$ cat src/rtl/uart_rx.sv
// uart_rx: 8N1 serial receiver with input synchronizer, mid-bit sampling,
// valid/ack handshake to the host, and framing-error / overrun reporting.
module uart_rx #(
  parameter int CLKS_PER_BIT = 16,
  parameter int SYNC_STAGES  = 2
) (
  input  logic       clk,
  input  logic       reset,
  input  logic       rx_in,
  input  logic       rx_ack,
  output logic [7:0] rx_data,
  output logic       rx_ready,
  output logic       rx_valid,
  output logic       rx_frame_err,
  output logic       rx_overrun,
  output logic       rx_busy
);

  localparam int CW = $clog2(CLKS_PER_BIT);
  localparam logic [CW-1:0] CNT_MAX  = CW'(CLKS_PER_BIT - 1);
  localparam logic [CW-1:0] CNT_HALF = CW'(CLKS_PER_BIT / 2 - 1);

  typedef enum logic [2:0] {
    S_IDLE  = 3'd0,
    S_START = 3'd1,
    S_DATA  = 3'd2,
    S_STOP  = 3'd3,
    S_BREAK = 3'd4
  } state_t;

  state_t                 r_state;
  state_t                 w_state_nxt;
  logic [SYNC_STAGES-1:0] r_sync;
  logic                   w_rx_s;
  logic [CW-1:0]          r_clk_cnt;
  logic [CW-1:0]          w_clk_cnt_nxt;
  logic [2:0]             r_bit_idx;
  logic [2:0]             w_bit_idx_nxt;
  logic [7:0]             r_shift;
  logic [7:0]             w_shift_nxt;
  logic                   w_load;
  logic                   w_ferr;

  assign w_rx_s = r_sync[SYNC_STAGES-1];

  // Synchronize the asynchronous line; flops preset to idle-high.
  always_ff @(posedge clk or negedge reset) begin
    if (!reset) begin
      r_sync <= '1;
    end else begin
      r_sync <= {r_sync[SYNC_STAGES-2:0], rx_in};
    end
  end

  // State, bit timing counter, bit index and shift register.
  always_ff @(posedge clk or negedge reset) begin
    if (!reset) begin
      r_state   <= S_IDLE;
      r_clk_cnt <= '0;
      r_bit_idx <= '0;
      r_shift   <= '0;
    end else begin
      r_state   <= w_state_nxt;
      r_clk_cnt <= w_clk_cnt_nxt;
      r_bit_idx <= w_bit_idx_nxt;
      r_shift   <= w_shift_nxt;
    end
  end

  // Next-state logic: start qualification, mid-bit sampling, stop check.
  always_comb begin
    w_state_nxt   = r_state;
    w_clk_cnt_nxt = r_clk_cnt;
    w_bit_idx_nxt = r_bit_idx;
    w_shift_nxt   = r_shift;
    w_load        = 1'b0;
    w_ferr        = 1'b0;
    case (r_state)
      S_IDLE: begin
        w_clk_cnt_nxt = '0;
        if (!w_rx_s) begin
          w_state_nxt = S_START;
        end
      end
      S_START: begin
        if (r_clk_cnt == CNT_HALF) begin
          w_clk_cnt_nxt = '0;
          if (w_rx_s) begin
            // Line went back high before mid start bit: treat as a glitch.
            w_state_nxt = S_IDLE;
          end else begin
            w_bit_idx_nxt = '0;
            w_state_nxt   = S_DATA;
          end
        end else begin
          w_clk_cnt_nxt = r_clk_cnt + 1'b1;
        end
      end
      S_DATA: begin
        if (r_clk_cnt == CNT_MAX) begin
          w_clk_cnt_nxt = '0;
          w_shift_nxt   = {w_rx_s, r_shift[7:1]};
          if (r_bit_idx == 3'd7) begin
            w_state_nxt = S_STOP;
          end else begin
            w_bit_idx_nxt = r_bit_idx + 3'd1;
          end
        end else begin
          w_clk_cnt_nxt = r_clk_cnt + 1'b1;
        end
      end
      S_STOP: begin
        if (r_clk_cnt == CNT_MAX) begin
          w_clk_cnt_nxt = '0;
          if (w_rx_s) begin
            w_load      = 1'b1;
            w_state_nxt = S_IDLE;
          end else begin
            w_ferr      = 1'b1;
            w_state_nxt = S_BREAK;
          end
        end else begin
          w_clk_cnt_nxt = r_clk_cnt + 1'b1;
        end
      end
      S_BREAK: begin
        // Hold here until the line idles so a break reports only once.
        w_clk_cnt_nxt = '0;
        if (w_rx_s) begin
          w_state_nxt = S_IDLE;
        end
      end
      default: begin
        w_state_nxt   = S_IDLE;
        w_clk_cnt_nxt = '0;
      end
    endcase
  end

  // Host-facing outputs: data hold, ready level, and status pulses.
  always_ff @(posedge clk or negedge reset) begin
    if (!reset) begin
      rx_data      <= 8'h00;
      rx_ready     <= 1'b0;
      rx_valid     <= 1'b0;
      rx_frame_err <= 1'b0;
      rx_overrun   <= 1'b0;
    end else begin
      rx_valid     <= w_load;
      rx_frame_err <= w_ferr;
      // A simultaneous ack retires the old byte, so the new load is no overrun.
      rx_overrun   <= w_load & rx_ready & ~rx_ack;
      if (w_load) begin
        rx_data  <= r_shift;
        rx_ready <= 1'b1;
      end else if (rx_ack) begin
        rx_ready <= 1'b0;
      end
    end
  end

  // Busy in any legal non-idle state; illegal encodings read as idle.
  always_comb begin
    rx_busy = 1'b0;
    case (r_state)
      S_START, S_DATA, S_STOP, S_BREAK: rx_busy = 1'b1;
      default:                          rx_busy = 1'b0;
    endcase
  end

endmodule

$ cat config.mk
export PLATFORM = sky130hd
export DESIGN_NAME = uart_rx
export DESIGN_NICKNAME = d
export VERILOG_FILES = /design/src/rtl/uart_rx.sv
export SDC_FILE = /design/constraint.sdc
export NUM_CORES = 1
export LEC_CHECK = 0
export CAP_MARGIN = 20
export CORE_MARGIN = 4
export CORE_UTILIZATION = 25
export DETAILED_ROUTE_END_ITERATION = 12
export DONT_BUFFER_PORTS = 1
export PLACE_DENSITY_LB_ADDON = 0.08
export SKIP_LAST_GASP = 1
export SLEW_MARGIN = 0
export SYNTH_ARGS = -nofsm -noshare
export SYNTH_HDL_FRONTEND = slang
export SYNTH_SLANG_ARGS = --single-unit
$ cat constraint.sdc
create_clock -name clk -period 3.05 [get_ports clk]
set_input_delay 0.4575 -clock clk [delete_from_list [all_inputs] [get_ports clk]]
set_output_delay 0.4575 -clock clk [all_outputs]
set_load 0.1 [all_outputs]
==> results of run 1 <==
==> Yosys cell counts <==
library cell,number
sky130_fd_sc_hd__a221o_1,1
sky130_fd_sc_hd__or2b_1,1
sky130_fd_sc_hd__ha_1,3
sky130_fd_sc_hd__mux2_2,9
sky130_fd_sc_hd__a32oi_2,1
sky130_fd_sc_hd__buf_6,1
sky130_fd_sc_hd__nand3_1,1
sky130_fd_sc_hd__dfrtp_1,30
sky130_fd_sc_hd__nand4_2,1
sky130_fd_sc_hd__a31oi_1,1
sky130_fd_sc_hd__a21oi_1,1
sky130_fd_sc_hd__xor2_1,1
sky130_fd_sc_hd__mux2_4,7
sky130_fd_sc_hd__nor3_1,1
sky130_fd_sc_hd__nor3b_1,3
sky130_fd_sc_hd__and2_1,1
sky130_fd_sc_hd__nor2b_1,1
sky130_fd_sc_hd__buf_4,3
sky130_fd_sc_hd__or2_4,1
sky130_fd_sc_hd__nor2b_4,1
sky130_fd_sc_hd__a21o_1,1
sky130_fd_sc_hd__a311oi_1,1
sky130_fd_sc_hd__xnor2_1,2
sky130_fd_sc_hd__mux2i_1,2
sky130_fd_sc_hd__nand2_1,5
sky130_fd_sc_hd__nand2b_1,1
sky130_fd_sc_hd__o22ai_1,1
sky130_fd_sc_hd__inv_1,6
sky130_fd_sc_hd__buf_2,2
sky130_fd_sc_hd__dfstp_2,2
sky130_fd_sc_hd__nor2_1,10
sky130_fd_sc_hd__and3_1,1
sky130_fd_sc_hd__o21ai_0,3
==> path summary, 6_finish.rpt <==
check | start | to | slack (ns)
setup reg to reg | r_state[2] | r_shift[6] | 1.17
min in group clk | rx_in | r_sync[0] | 0.18
max in group asynchronous | reset | r_state[1] | 2.25
hold / removal | reset | r_sync[0] | 0.02
hold reg to reg | r_sync[0] | r_sync[1] | 0.36
setup / recovery | r_state[1] | rx_busy | 0.98
==> kinds of logic after synthesis <==
logic type / Yosys count / synth area share, %
compound gates: 10 / 5.396
xor+xnor: 3 / 1.889
fa+ha+maj: 3 / 2.698
buf+inv: 12 / 4.766
flops: 32 / 57.73
mux: 18 / 16.28
simple gates: 28 / 11.24
==> per-layer routing <==
layer | track usage [%] | share of wire (%) | vias up | wire, um
li1 | - | - | 366 | -
met1 | 11.02 | 48 | 366 | 1089
met2 | 10.66 | 44 | 16 | 1004
met3 | 3.145 | 5.9 | 7 | 134
met4 | 4.412 | 2.4 | 0 | 54
met5 | 0 | 0 | - | 0
==> final cells by class <==
cell class,count,area [um2],share of cell area (%)
Multi-Input combinational cell,62,529.3,33.57
Timing Repair Buffer,3,37.54,2.381
Inverter,6,22.52,1.429
Clock buffer,7,96.34,6.111
Tap cell,70,87.58,5.556
Sequential cell,32,803.3,50.95
==> power groups by stage <==
stage	Combinational (mW)	Sequential (mW)	Clock [mW]
finish	0.222	0.557	0.345
global placement	0.217	0.567	0
global route	0.250	0.566	0.381
detailed placement	0.216	0.563	0
floorplan	0.220	0.527	0
CTS	0.228	0.557	0.361
==> what timing repair did <==
item | CTS | global route
endpoints found under the hold margin | 30 | 0
endpoints found under the setup margin | 0 | 0
buffers inserted | 0 | 0
hold buffers | 2 | 0
==> stage by stage <==
step           std cells  util (%)  hold slack [ns]
4_1_cts              180     30.10         0.007922
3_5_place_dp         171     27.69           0.1641
3_3_place_gp         171     27.69           0.1639
6_report             180     30.10          0.02077
2_1_floorplan        106         -           0.1619
5_1_grt              180     30.10         0.001265
==> state kept, by name, summed over array words and instances (netlist names) <==
register	count
r_bit_idx	3
r_clk_cnt	4
r_shift	8
r_state	3
r_sync	2
rx_data	8
rx_frame_err	1
rx_overrun	1
rx_ready	1
rx_valid	1
==> metrics list, run 1 <==
- Outcome: complete, no violations
- The floorplan has 26 rows.
* Power density relative to cell area: around 700 nW/um2
* Share of post-route cells with drive strength above 1: slightly below 30%
- The worst pin sits at a relative slew slack of about two fifths.
- Initial antenna violation count: 0
* Number of library cell types mapped by synthesis: 33
- Gates resized during post-CTS repair numbered 0.
* Number of port buffers: 0
- Number of clock sinks: 32
* Worst slew pin tran: just over 0.9 ns
- The finished cells cover approximately 1600 um2.
* Half-perimeter wire length of the detailed placement result: 1.547 mm
* Combinational power share: about 20%
* Starting density of the core: a little over a quarter
- The biggest area contributor in the post-synthesis netlist is sky130_fd_sc_hd__dfrtp_1.
- Cells traversed along the worst timing path: nor2_1 -> xnor2_2 -> buf_4
- Static power due to leakage: 0.7835 nW
- The count of nets left with antenna violations once routing finished came out at 0.
* Synthesis-stage register bit count: 32
* Final-report setup violation count: 0
- Post-detailed-route DRC marker count: 0
- The critical path runs through a total of 3 cells.
* I/O pin count: 17
- For the final database, setup skew stands at between 0.003 and 0.004 ns.
* Net count, final: ~120
* Arrival time of data at the critical path endpoint: 1.61 ns
- Worst-path clk slew: about 0.060 ns
- In this run the mean area of a mapped cell was between 10 and 15 um2.
- Total Negative Setup Slacks: 0 ns
* Max FO, Critical Path: 10
* CP max stage delay: 0.49 ns
- Register share of total power: 49.6%
- STA classifies the critical path startpoint as a flip-flop.
- Routability congestion estimate from global placement: roughly 0.74
- Final Cycle Share: 67.75%
* Total iterations of the first detailed-routing run: 4
* Synth Net Count: 113
* Via count of the first global-routing pass: slightly above 800
- The analysis attributes to net switching a power of 342.3 uW.
- Cell-internal power: 781.7 uW
- In the layout the commonest cells are sky130_fd_sc_hd__dfrtp_1, sky130_fd_sc_hd__nor2_1, sky130_fd_sc_hd__mux2_2.
- Across the run, the number of max-cap violations was 0.
- Sequential element share of the synthesized area: 57.73%
- The number of pins exceeding their max-slew limit in the final report is 0.
* Die Height: around 83 um
- Worst r2r path cells: 3
* Final antenna diode count: 0
- Worst hold path type: input port to async pin
* Slowest stage cell, crit path: sky130_fd_sc_hd__dfrtp_1
* Largest net degree at the start of global routing: 31
- CP delay by family, top: flip-flops
* Area of the placeable core: between 5000 and 6000 um2
- Yosys printed 0 warnings.
- Insertion delay to the later sink of the worst-skew pair: approximately 0.28 ns
- DR vias: 755
- At the worst endpoint, the required time is around 2.6 ns.
* Max VDD drop: roughly 210 uV
* Total detailed-routing wirelength: 2.282 mm
- Critical path class: flip-flop to output port
* Mean number of vias per cell: between 4 and 5
- Total power after layout: between 1 and 1.5 mW
* Most common library cell in the layout ignoring fill and taps: sky130_fd_sc_hd__dfrtp_1
* Fraction of power spent switching nets: about 30%
- Gate Count Post-Synth: 106
- Number of violations reported at the end of detailed-routing iteration 0: 22
* P&R area growth vs syn: 13.31%
* Unrepaired setup endpoints after global routing: false
- The count of final hold-check violations came to 0.
- Highest clock frequency the design can meet: about 480 MHz
* Routed wire length per instance: about 13 um
* Cell area after technology mapping: 1391 um2
- Final worst-path setup slack: just under 1 ns
* Area share of the largest cell type after synthesis: 53.96%
* Kind of capture point of the worst setup path: output port
- Total die area: around 6800 um2
- Post-place setup slack: approximately 1.1 ns
- The die is 82.60 um wide.
* Clock Root Buffer: sky130_fd_sc_hd__clkbuf_8
- CTS tree: done
- CP bufs+invs: 1
- Total congestion overflow: 0
* Share of power burned in the clock network: a little under a third
- The first global-routing pass estimated a little over 4 mm of wire.
- In this run the number of H-tree levels came out at 2.
- TritonCTS created 5 clock buffers.
- Post-layout min period: between 2 and 2.5 ns
* Cell Area, Placed: around 1500 um2
* Overall track demand over capacity in global routing: a little over 8%
- Layout fillers: 530
- Ranked by total cell area, the synthesized netlist is headed by sky130_fd_sc_hd__dfrtp_1, sky130_fd_sc_hd__mux2_4, sky130_fd_sc_hd__mux2_2.
* Clk buf depth: 2
Note: power is estimated with default switching activity, not from simulation.
==> run 2, diff against run 1 <==
Clock period 3.05 ns to 1.8 ns, I/O delays scaled along.
==> run 2 against run 1 <==
Against the previous run:
- non-clock buffer count is 20 higher
- global-route usage grew 0.76 points
- clock power rose by 95%
- cell count up 12%
- die area did not move
- utilization up 3.3 points
- worst hold slack better by 0.14 ns
- via count increased by 7.9%
- critical path type unchanged
- critical endpoint unchanged
- largest cell class unchanged
- highest routed layer unchanged
==> metrics list, run 2 (synthesized netlist as in run 1, its figures left out) <==
- Outcome: complete, no violations (unchanged).
- Max VDD drop: 434.6 uV (was 211.7 uV)
- The routed length per instance was 12.17 um (was 12.68 um).
* CP startpoint kind: flip-flop (unchanged)
* Mean number of vias per cell: 4.055 (was 4.194)
- The final routed DRC violation total was 0 (unchanged).
- The root cell of the clock tree was sky130_fd_sc_hd__clkbuf_8 (unchanged).
- The max-capacitance violation count is 0 (unchanged).
- Most common library cell in the layout ignoring fill and taps: sky130_fd_sc_hd__dfrtp_1 (unchanged)
- Total iterations of the first detailed-routing run: 4 (unchanged)
- Number of max-slew violations in the final report: 0 (unchanged)
* Critical path class: flip-flop to output port (unchanged)
- The fraction of final layout cells with drive strength greater than 1 is 40.46% (was 29.09%).
- Wire length of the first global-routing pass: 4.367 mm (was 4.057 mm)
- The worst setup margin is 0.1157 ns (was 0.9836 ns).
* Die width: 82.60 um (unchanged)
- Kind of capture point of the worst setup path: output port (unchanged)
- Static power due to leakage: 0.8994 nW (was 0.7835 nW)
- After layout, the worst path uses slightly above 90% of the clock period.
- Final antenna diode count: 0 (unchanged)
- Count of nets left with antenna violations after detail routing: 0 (unchanged)
* Deepest level of the CTS H-tree: 2 (unchanged)
* CTS tree: done (unchanged)
- The weighted congestion reported at the end of routability-driven placement came to 0.6948 (was 0.7382).
* Via count of the first global-routing pass: 828 (was 824)
- The count of fill cells added during filler insertion is 524 (was 530).
* P&R area growth vs syn: 25.81% (was 13.31%)
- Worst slew pin tran: 0.3065 ns (was 0.9101 ns)
* Clock skew after layout: 0.006689 ns (was 0.003963 ns)
* Area occupied by multi-input gates: 535.5 um2 (was 529.3 um2)
* Regs by FF count: r_shift (8), rx_data (8), r_clk_cnt (4) (unchanged)
- The number of buffer cells added on primary ports came to 0 (unchanged).
* Total congestion overflow: 0 (unchanged)
- The area used by sequential logic in the layout was 803.3 um2 (unchanged).
* Highest clock frequency the design can meet: 593.7 MHz
* I/O pin count: 17 (unchanged)
* Worst-path clk slew: 0.07 ns (was 0.06 ns)
- Total Negative Setup Slacks: 0 ns (unchanged)
- Leading cell types in the layout, fill and taps excluded: sky130_fd_sc_hd__dfrtp_1, sky130_fd_sc_hd__buf_4, sky130_fd_sc_hd__nor2_1 (was sky130_fd_sc_hd__dfrtp_1, sky130_fd_sc_hd__nor2_1, sky130_fd_sc_hd__mux2_2).
- The worst slack at placement was 0.08187 ns (was 1.129 ns).
- Initial antenna violation count: 0 (unchanged)
- Die Height: 82.60 um (unchanged)
- The required time at the worst-slack endpoint is 1.53 ns (was 2.59 ns).
* Clk buf depth: 2 (unchanged)
- The data arrival at the endpoint of the critical path is 1.41 ns (was 1.61 ns).
- The routed via count was 815 (was 755).
* Total die area: 6823 um2 (unchanged)
- Final-report setup violation count: 0 (unchanged)
- Half-perimeter wire length of the detailed placement result: 1.718 mm (was 1.547 mm)
* Number of buffers created by CTS: 5 (unchanged)
- The clock latency reported for the late side of the worst-skew pair came to 0.28 ns (about the same).
* Area of the placeable core: 5238 um2 (unchanged)
* Net count, final: 137 (was 117)
- Number of clock sinks: 32 (unchanged)
- The iteration-0 DRC count of the detailed router was 33 (was 22).
- Rows: 26 (unchanged)
- Post-CTS setup buffer count: 0 (unchanged)
* Worst hold path type: input port to flip-flop (was input port to async pin)
* Total detailed-routing wirelength: 2.447 mm (was 2.282 mm)
* Final hold vios: 0 (unchanged)
- The effective utilization at floorplan is 26.56% (unchanged).
* Worst slew slack as a fraction of its limit: 79.35% (was 39.33%)
- Largest net degree at the start of global routing: 33 (was 31)
- The ratio of total power to cell area came to 1180 nW/um2 (was 712.9 nW/um2).
* Overall track demand over capacity in global routing: 8.805% (was 8.041%)
- The worst hold slack is 0.1590 ns (was 0.02077 ns).
- The maximum fanout encountered on the critical timing path is 9 (was 10).
- For the finished layout, the period the worst path requires is 1.684 ns.
- Unrepaired setup endpoints after global routing: false (unchanged)
==> run 2: final cells by class <==
type,count,area share (%)
clock inverters,2,2.001
inverters,6,1.287
clock buffers,6,4.146
flip-flops and latches,32,45.89
well taps,70,5.004
multi-input cells,62,30.59
repair buffers,23,11.08
==> run 2: per-stage QoR <==
stage	area [um2]	util [%]	instances	power, mW
2_1_floorplan	1399	-	106	1.272
3_3_place_gp	1593	30.41	190	1.366
3_5_place_dp	1593	30.41	190	1.374
4_1_cts	1740	33.23	201	2.093
5_1_grt	1750	33.42	201	2.222
6_report	1750	33.42	201	2.065
==> run 2: metal layers <==
layer / global-route usage, % / part of all wire [%]
met5: 0 / 0
met2: 11.22 / 41
met4: 4.412 / 1.7
met3: 4.013 / 7.1
met1: 12.28 / 50
==> run 2: what timing repair did <==
item                       in CTS  in global routing
hold endpoints to repair       33                  0
hold buffers                    3                  0
setup endpoints to repair       0                 13
gates resized for setup         0                  3
==> run 2: worst paths after layout <==
path	slack (ns)	depth (start not counted)	endpoint	startpoint
setup / recovery	0.12	4	rx_busy	r_state[1]
max in group asynchronous	1.11	2	r_sync[1]	reset
min in group asynchronous	0.45	2	rx_data[0]	reset
hold / removal	0.16	2	rx_overrun	rx_ack
setup reg to reg	0.13	5	rx_data[0]	r_clk_cnt[0]
hold reg to reg	0.36	0	r_sync[1]	r_sync[0]
==> run 2: critical path: stages (launching register included) <==
cell,delay (ns)
sky130_fd_sc_hd__dfrtp_1,0.37
sky130_fd_sc_hd__buf_4,0.16
sky130_fd_sc_hd__nor2_1,0.22
sky130_fd_sc_hd__xnor2_2,0.14
sky130_fd_sc_hd__buf_6,0.24
==> run 2: report_power, final <==
| group | internal, mW | switching, mW |
|---|---|---|
| Combinational | 0.228 | 0.270 |
| Clock | 0.411 | 0.263 |
| Sequential | 0.811 | 0.0828 |
| Total | 1.45 | 0.616 |
